File: config.mk
export PLATFORM = sky130hd
export DESIGN_NAME = instr_fetch
export DESIGN_NICKNAME = d
export VERILOG_FILES = /design/src/rtl/instr_fetch.sv
export SDC_FILE = /design/constraint.sdc
export NUM_CORES = 1
export LEC_CHECK = 0
export ABC_AREA = 1
export BUFFER_PORTS_ARGS = -buffer_cell sky130_fd_sc_hd__buf_2
export CAP_MARGIN = 10
export CORE_ASPECT_RATIO = 1.25
export CORE_MARGIN = 2
export CORE_UTILIZATION = 50
export CTS_CLUSTER_SIZE = 25
export DETAILED_ROUTE_END_ITERATION = 8
export MAX_ROUTING_LAYER = met4
export PLACE_DENSITY = 0.81
export SLEW_MARGIN = 40
export SYNTH_ARGS = -nofsm -noshare
export SYNTH_HDL_FRONTEND = slang
export SYNTH_SLANG_ARGS = --single-unit
File: constraint.sdc
create_clock -name clk -period 1.93 [get_ports clk]
set_input_delay 0.386 -clock clk [delete_from_list [all_inputs] [get_ports clk]]
set_output_delay 0.386 -clock clk [all_outputs]
set_load 0.1 [all_outputs]
File: src/rtl/instr_fetch.sv
// instr_fetch: PC register and variable-latency fetch unit that presents one instruction at a time to decode
// Ports: imem_req/imem_addr strobe a read of the instruction at pc; imem_rdata/imem_rvalid return it.
//   redirect/redirect_pc load a taken branch/jump target and squash any in-flight fetch.
//   instr_valid/instr/instr_op/pc_out/pc_plus4 present the held instruction until dec_ready consumes it.
//   fetch_err is the sticky misaligned-redirect flag.
// Define IFETCH_ALIGN_CHECK_EN to trap misaligned redirects in a FAULT state; otherwise targets are word-aligned.
module instr_fetch #(
  parameter int ADDR_W = 32,
  parameter logic [ADDR_W-1:0] RESET_PC = '0
) (
  input  logic              clk,
  input  logic              rst,
  output logic              imem_req,
  output logic [ADDR_W-1:0] imem_addr,
  input  logic [31:0]       imem_rdata,
  input  logic              imem_rvalid,
  input  logic              redirect,
  input  logic [ADDR_W-1:0] redirect_pc,
  input  logic              dec_ready,
  output logic              instr_valid,
  output logic [31:0]       instr,
  output logic [5:0]        instr_op,
  output logic [ADDR_W-1:0] pc_out,
  output logic [ADDR_W-1:0] pc_plus4,
  output logic              fetch_err
);
  typedef enum logic [2:0] {
    IDLE, REQ, WAIT, HOLD
`ifdef IFETCH_ALIGN_CHECK_EN
    , FAULT
`endif
  } state_t;
  state_t state_q, state_d;
  logic [ADDR_W-1:0] pc_q, pc_d, pc_out_q, pc_out_d, tgt;
  logic [31:0] instr_q, instr_d;
  logic squash_q, squash_d;
  assign tgt = redirect_pc & ~ADDR_W'(3);
`ifdef IFETCH_ALIGN_CHECK_EN
  logic fetch_err_q, fetch_err_d;
  assign fetch_err = fetch_err_q;
`else
  assign fetch_err = 1'b0;
`endif
  always_comb begin
    state_d = state_q;
    pc_d = pc_q;
    pc_out_d = pc_out_q;
    instr_d = instr_q;
    squash_d = squash_q;
    case (state_q)
      IDLE: begin
        state_d = REQ;
        if (redirect) pc_d = tgt;
      end
      REQ: begin
        state_d = WAIT;
        if (redirect) begin
          pc_d = tgt;
          squash_d = 1'b1;
        end
      end
      WAIT:
        if (redirect) begin
          pc_d = tgt;
          squash_d = !imem_rvalid;
          if (imem_rvalid) state_d = REQ;
        end else if (imem_rvalid) begin
          // a squashed response only retires the stale request; refetch from the new pc
          state_d = squash_q ? REQ : HOLD;
          squash_d = 1'b0;
          if (!squash_q) begin
            instr_d = imem_rdata;
            pc_out_d = pc_q;
          end
        end
      HOLD:
        if (redirect || dec_ready) begin
          pc_d = redirect ? tgt : pc_q + ADDR_W'(4);
          state_d = REQ;
        end
      default: ;
    endcase
`ifdef IFETCH_ALIGN_CHECK_EN
    fetch_err_d = fetch_err_q;
    if (redirect && |redirect_pc[1:0] && state_q != FAULT) begin
      state_d = FAULT;
      fetch_err_d = 1'b1;
    end
`endif
  end
  always_ff @(posedge clk) begin
    if (rst) begin
      state_q <= IDLE;
      pc_q <= RESET_PC;
      pc_out_q <= RESET_PC;
      instr_q <= '0;
      squash_q <= 1'b0;
`ifdef IFETCH_ALIGN_CHECK_EN
      fetch_err_q <= 1'b0;
`endif
    end else begin
      state_q <= state_d;
      pc_q <= pc_d;
      pc_out_q <= pc_out_d;
      instr_q <= instr_d;
      squash_q <= squash_d;
`ifdef IFETCH_ALIGN_CHECK_EN
      fetch_err_q <= fetch_err_d;
`endif
    end
  end
  assign imem_req = state_q == REQ;
  assign imem_addr = pc_q;
  assign instr_valid = state_q == HOLD;
  assign instr = instr_q;
  assign instr_op = instr_q[31:26];
  assign pc_out = pc_out_q;
  assign pc_plus4 = pc_out_q + ADDR_W'(4);
endmodule

# Yosys cells after proc, flatten, opt, wreduce, memory -nomap -nowiden

Cells that the tools add are included.

Logic and storage cells: 42
Flip-flop bits (word level): 100
RAM bits: 0
Latch bits: 0
Input port bits: 69
Bits in read-only memories: 0
Output and inout port bits: 137
Memories: 0

Equality and inequality tests: 8
Divide/modulo/power cells: 0
Bitwise gates (word level): 2
Mux-type cells: 14
Order comparisons: 0
Shifts and indexed selects: 0
$add $sub $neg: 2
Reductions and logical operators: 11
Multiply operators: 0

Operators with widths:

| operator              | number |
|---|---|
| $mux 32               | 3 |
| $add 32x3->32 const B | 2 |
| $pmux 32 s2           | 1 |
| $mux 3                | 4 |
| $pmux 3 s4            | 1 |
| $reduce_and 3->1      | 3 |
| $eq 3x2->1 const B    | 2 |
| $ne 2x1->1 const B    | 3 |
| $reduce_and 4->1      | 1 |
| $reduce_bool 2->1     | 2 |
| $reduce_bool 4->1     | 1 |
| $eq 3x1->1 const B    | 1 |
| $logic_not 3->1       | 1 |
| $mux 1                | 3 |
| $ne 3x3->1 const B    | 1 |
| $reduce_or 3->1       | 1 |
| $mux 2                | 1 |
| $ne 2x2->1 const B    | 1 |
| $not 1->1             | 2 |
| $pmux 1 s2            | 1 |
| $logic_not 1->1       | 1 |
| $logic_or 1x1->1      | 1 |

# Longest topological paths before layout

Depth in word-level cells: 4
Gate-level depth with buffers: 10
Mapped depth without buffers: 10

# Worst setup path after synthesis

OpenSTA, ideal clock, no wires.

Kind: register to output
From: register pc_out_q[2], in the netlist pc_out[2]
To: output pc_plus4[24]
Path buffers: 0
Slack: -1888 ps
Data required time: 1544 ps
Stages on the path, launching flop included: 9
Arrival: 3432 ps
Cells stage by stage: dfxtp_1 > ha_1 > nand3_2 > nor2_4 > nand2_2 > nor2_4 > nand2_2 > nor2_2 > xor2_1

Word-level cells in the longest chain between the ends: 1

RTL lines:

| item                     | line | source |
|---|---|---|
| start: declaration       | 34   | `logic [ADDR_W-1:0] pc_q, pc_d, pc_out_q, pc_out_d, tgt;` |
| start signal: assignment | 104  | `pc_out_q <= pc_out_d;` |
| $add 32x3->32            | 118  | `assign pc_plus4 = pc_out_q + ADDR_W'(4);` |
| end: declaration         | 24   | `output logic [ADDR_W-1:0] pc_plus4,` |

No other way between the ends.

# Worst setup path after layout

From: register pc_out_q[3], in the netlist pc_out[3]
To: output pc_plus4[22]

The elaborated chain is that of the path after synthesis.

==> impl_metrics.py <==
metrics = {
    "run_status": {
        "outcome": "finished with violations",
        "violations": "negative setup slack",
    },
    "min_path": {
        "hold_class": "in2reg",
    },
    "synth": {
        "synth-seq-cells": 95,
        "synth.area.mux_share_pct": 0.1830,
        "ys_seq_area_share_pct": 34.77,
        "yosys.area_share.adder_pct": 1.373,
        "synth_top_family_by_area": "simple AND/OR/NAND/NOR gates",
        "syn_avg_cell_area_um2": 6.828,
        "yosys_warnings": 0,
        "synth_edf_count": 0,
        "synthesis.area_um2": 5469,
        "synth-async-reset-ratio_pct": 0,
        "yosysTopAreaCell": "dfxtp_1",
        "synthesis.instances": 801,
        "yosysTopAreaCellShare_pct": 34.77,
        "synthSimpleGateAreaFrac_pct": 33.22,
        "yosys.area_share.xor_xnor_pct": 4.324,
        "synth_compound_area_share_pct": 16.11,
        "synth_cell_type_count": 37,
        "synthFlopType": "dfxtp_1",
        "netlist_top_cells_area": "dfxtp_1 (35%), nor2_1 (10%), nand2_1 (8.4%), o21ai_0 (8.1%), inv_1 (4.8%)",
    },
    "clocking": {
        "clkTransAtPathRegs_ns": 0.07,
        "clockBufferDepth": 2,
        "worstSkewPairLatency_ns": 0.35,
        "cts_tree": "built",
        "cts-root-buf": "clkbuf_16",
        "cts_made_buffers": 9,
        "cts.sinks": 95,
        "htree_levels": 3,
    },
    "global_routing": {
        "grt_util_all_layers_pct": 33.99,
        "grt_pass1_wl_mm": 31.26,
        "antenna_found_initial": 0,
        "grt_max_degree": 50,
        "grt_pass1_vias": 6356,
        "overflow": 0,
    },
    "placement": {
        "port_buffers": 196,
        "place.gp.congestion": 0.9914,
        "placed_area_um2": 7946,
        "hpwl_mm": 14.20,
    },
    "pwr": {
        "p_leak_nw": 4.368,
        "power.density_nw_per_um2": 832.3,
        "vdd_drop_max_uv": 850.0,
    },
    "setup_path": {
        "arrival_ns": 2.01,
        "rr_endpoint": "pc_out[30]",
        "crit-reg2reg-launch": "state_q[0]",
        "crit_start": "pc_out[3]",
        "crit_required_ns": 1.54,
        "worstPathMaxFanout": 4,
        "crit_path_start_kind": "flop",
        "ff2ff_setup_slack_ns": 0.13,
        "end_kind": "output pin",
        "path_class": "reg2out",
        "worst_r2r_path_depth": 7,
        "crit_end": "pc_plus4[22]",
    },
    "floorplan": {
        "initial_core_util_pct": 51.52,
        "dieWidth_um": 97.55,
        "dieArea_um2": 11800,
        "coreArea_um2": 10620,
        "ios": 206,
        "dieHeight_um": 120.9,
        "row_count": 42,
    },
    "timing": {
        "fin_ws_ns": -0.4695,
        "final-max-slew-violation-count": 0,
        "min_period_ns": 2.399,
        "max_freq_ghz": 0.4168,
        "tightest_slew_ns": 0.5236,
        "finalSetupViolCount": 26,
        "period_share_pct": 124.3,
        "relSlewSlack_pct": 65.33,
        "rsz0062_at_grt": "yes",
        "hold_viol_final": 0,
        "finalClockSkew_ns": 0.007420,
    },
    "drt": {
        "wl_per_cell_um": 18.83,
        "vias_per_cell": 5.661,
        "ant_nets": 0,
        "drtIter0Drc": 631,
        "drc": 0,
        "vias": 6770,
        "drtPass1Iterations": 6,
        "routed_wirelength_mm": 22.52,
    },
    "cells_and_area": {
        "ff_latch_area_um2": 2026,
        "final_core_util_pct": 84.23,
        "fillerInstances": 619,
        "fin_area_um2": 8941,
        "final_cell_mix": "buf_2 (168), nor2_1 (132), nand2_1 (100), o21ai_0 (89), buf_4 (67)",
        "final_layout_size_suffix_gt1_share_pct": 46.94,
        "multi_input_area_um2": 3951,
        "final_common_cell": "buf_2",
        "final_net_count": 1133,
        "area_growth_pct": 63.49,
    },
    "run": {
        "drv_cap": 0,
    },
}
[cell type report]
| cell class | count | area share (%) |
|---|---|---|
| Clock buffer | 9 | 2.519 |
| Clock inverter | 7 | 0.9516 |
| Timing Repair Buffer | 287 | 24.42 |
| Tap cell | 132 | 1.847 |
| Inverter | 78 | 3.387 |
| Multi-Input combinational cell | 587 | 44.19 |
| Antenna cell | 1 | 0.02799 |
| Sequential cell | 95 | 22.66 |
[cell families after synthesis]
kind of cell | Yosys count
other cells | 1
mux | 1
buf+inv | 125
xor+xnor | 27
flops | 95
fa+ha+maj | 6
simple gates | 385
compound gates | 161
[registers in the layout (all words and copies together), names as in the netlist]
name,count
pc_out,30
squash_q,1
instr,32
state_q,2
imem_addr,30
[metal layers]
| metal | vias to the layer above | GRT usage [%] | wire [um] |
|---|---|---|---|
| met5 | - | - | 0 |
| met1 | 3126 | 38.24 | 8075 |
| met4 | 0 | 18.75 | 1243 |
| met2 | 443 | 59.27 | 11630 |
| li1 | 3099 | - | - |
| met3 | 102 | 3.629 | 1567 |
[report_power, final]
group          switching [W]  internal (W)
Clock               0.000838       0.00103
Sequential          0.000217       0.00214
Combinational        0.00248      0.000733
Total                0.00353       0.00391
[per-stage QoR]
stage	setup TNS (ns)	instances	setup slack [ns]	hold slack [ns]	power [W]
6_report	-7.245	1196	-0.4695	0.2575	0.007442
5_1_grt	-8.624	1195	-0.5269	0.2654	0.007675
4_1_cts	-5.498	1186	-0.3570	0.2582	0.007320
3_5_place_dp	-0.04574	1154	-0.02349	0.4631	0.005448
3_3_place_gp	0	1154	0.0002645	0.4528	0.005406
2_1_floorplan	-9.730	807	-0.5432	0.4393	0.004765
[how the worst min path moves through the flow]
stage | start | end | depth (start not counted)
after floorplan | squash_q | squash_q | 2
after global placement | squash_q | squash_q | 2
after detailed placement | squash_q | squash_q | 2
after CTS | imem_rdata[26] | instr[26] | 3
after global routing | imem_rdata[25] | instr[25] | 3
final | imem_rdata[26] | instr[26] | 3
[worst max-delay path: stages, from the launching register on]
cell,delay (ns)
dfxtp_4,0.40
ha_4,0.17
nand3_4,0.10
nor2_4,0.15
nand2_4,0.08
nor2_4,0.11
nand2_4,0.09
o21a_1,0.24
nor2_4,0.13
buf_12,0.18
[synth_stat cells (11+ instances only)]
| cell | instances |
|---|---|
| clkbuf_1 | 13 |
| nor3_1 | 13 |
| xor2_1 | 19 |
| nor2_1 | 148 |
| inv_1 | 70 |
| nand2_2 | 15 |
| buf_4 | 13 |
| a21oi_1 | 46 |
| nand2_1 | 122 |
| nor2_4 | 11 |
| o21ai_0 | 89 |
| dfxtp_1 | 95 |
| nand3_1 | 37 |
| buf_2 | 21 |
[repair_timing]
action	in CTS	in global routing
pin swaps	30	33
endpoints found under the setup margin	25	29
resized for setup	66	56
setup buffers	20	10
hold buffers	0	0
(Power assumes the default switching activity.)
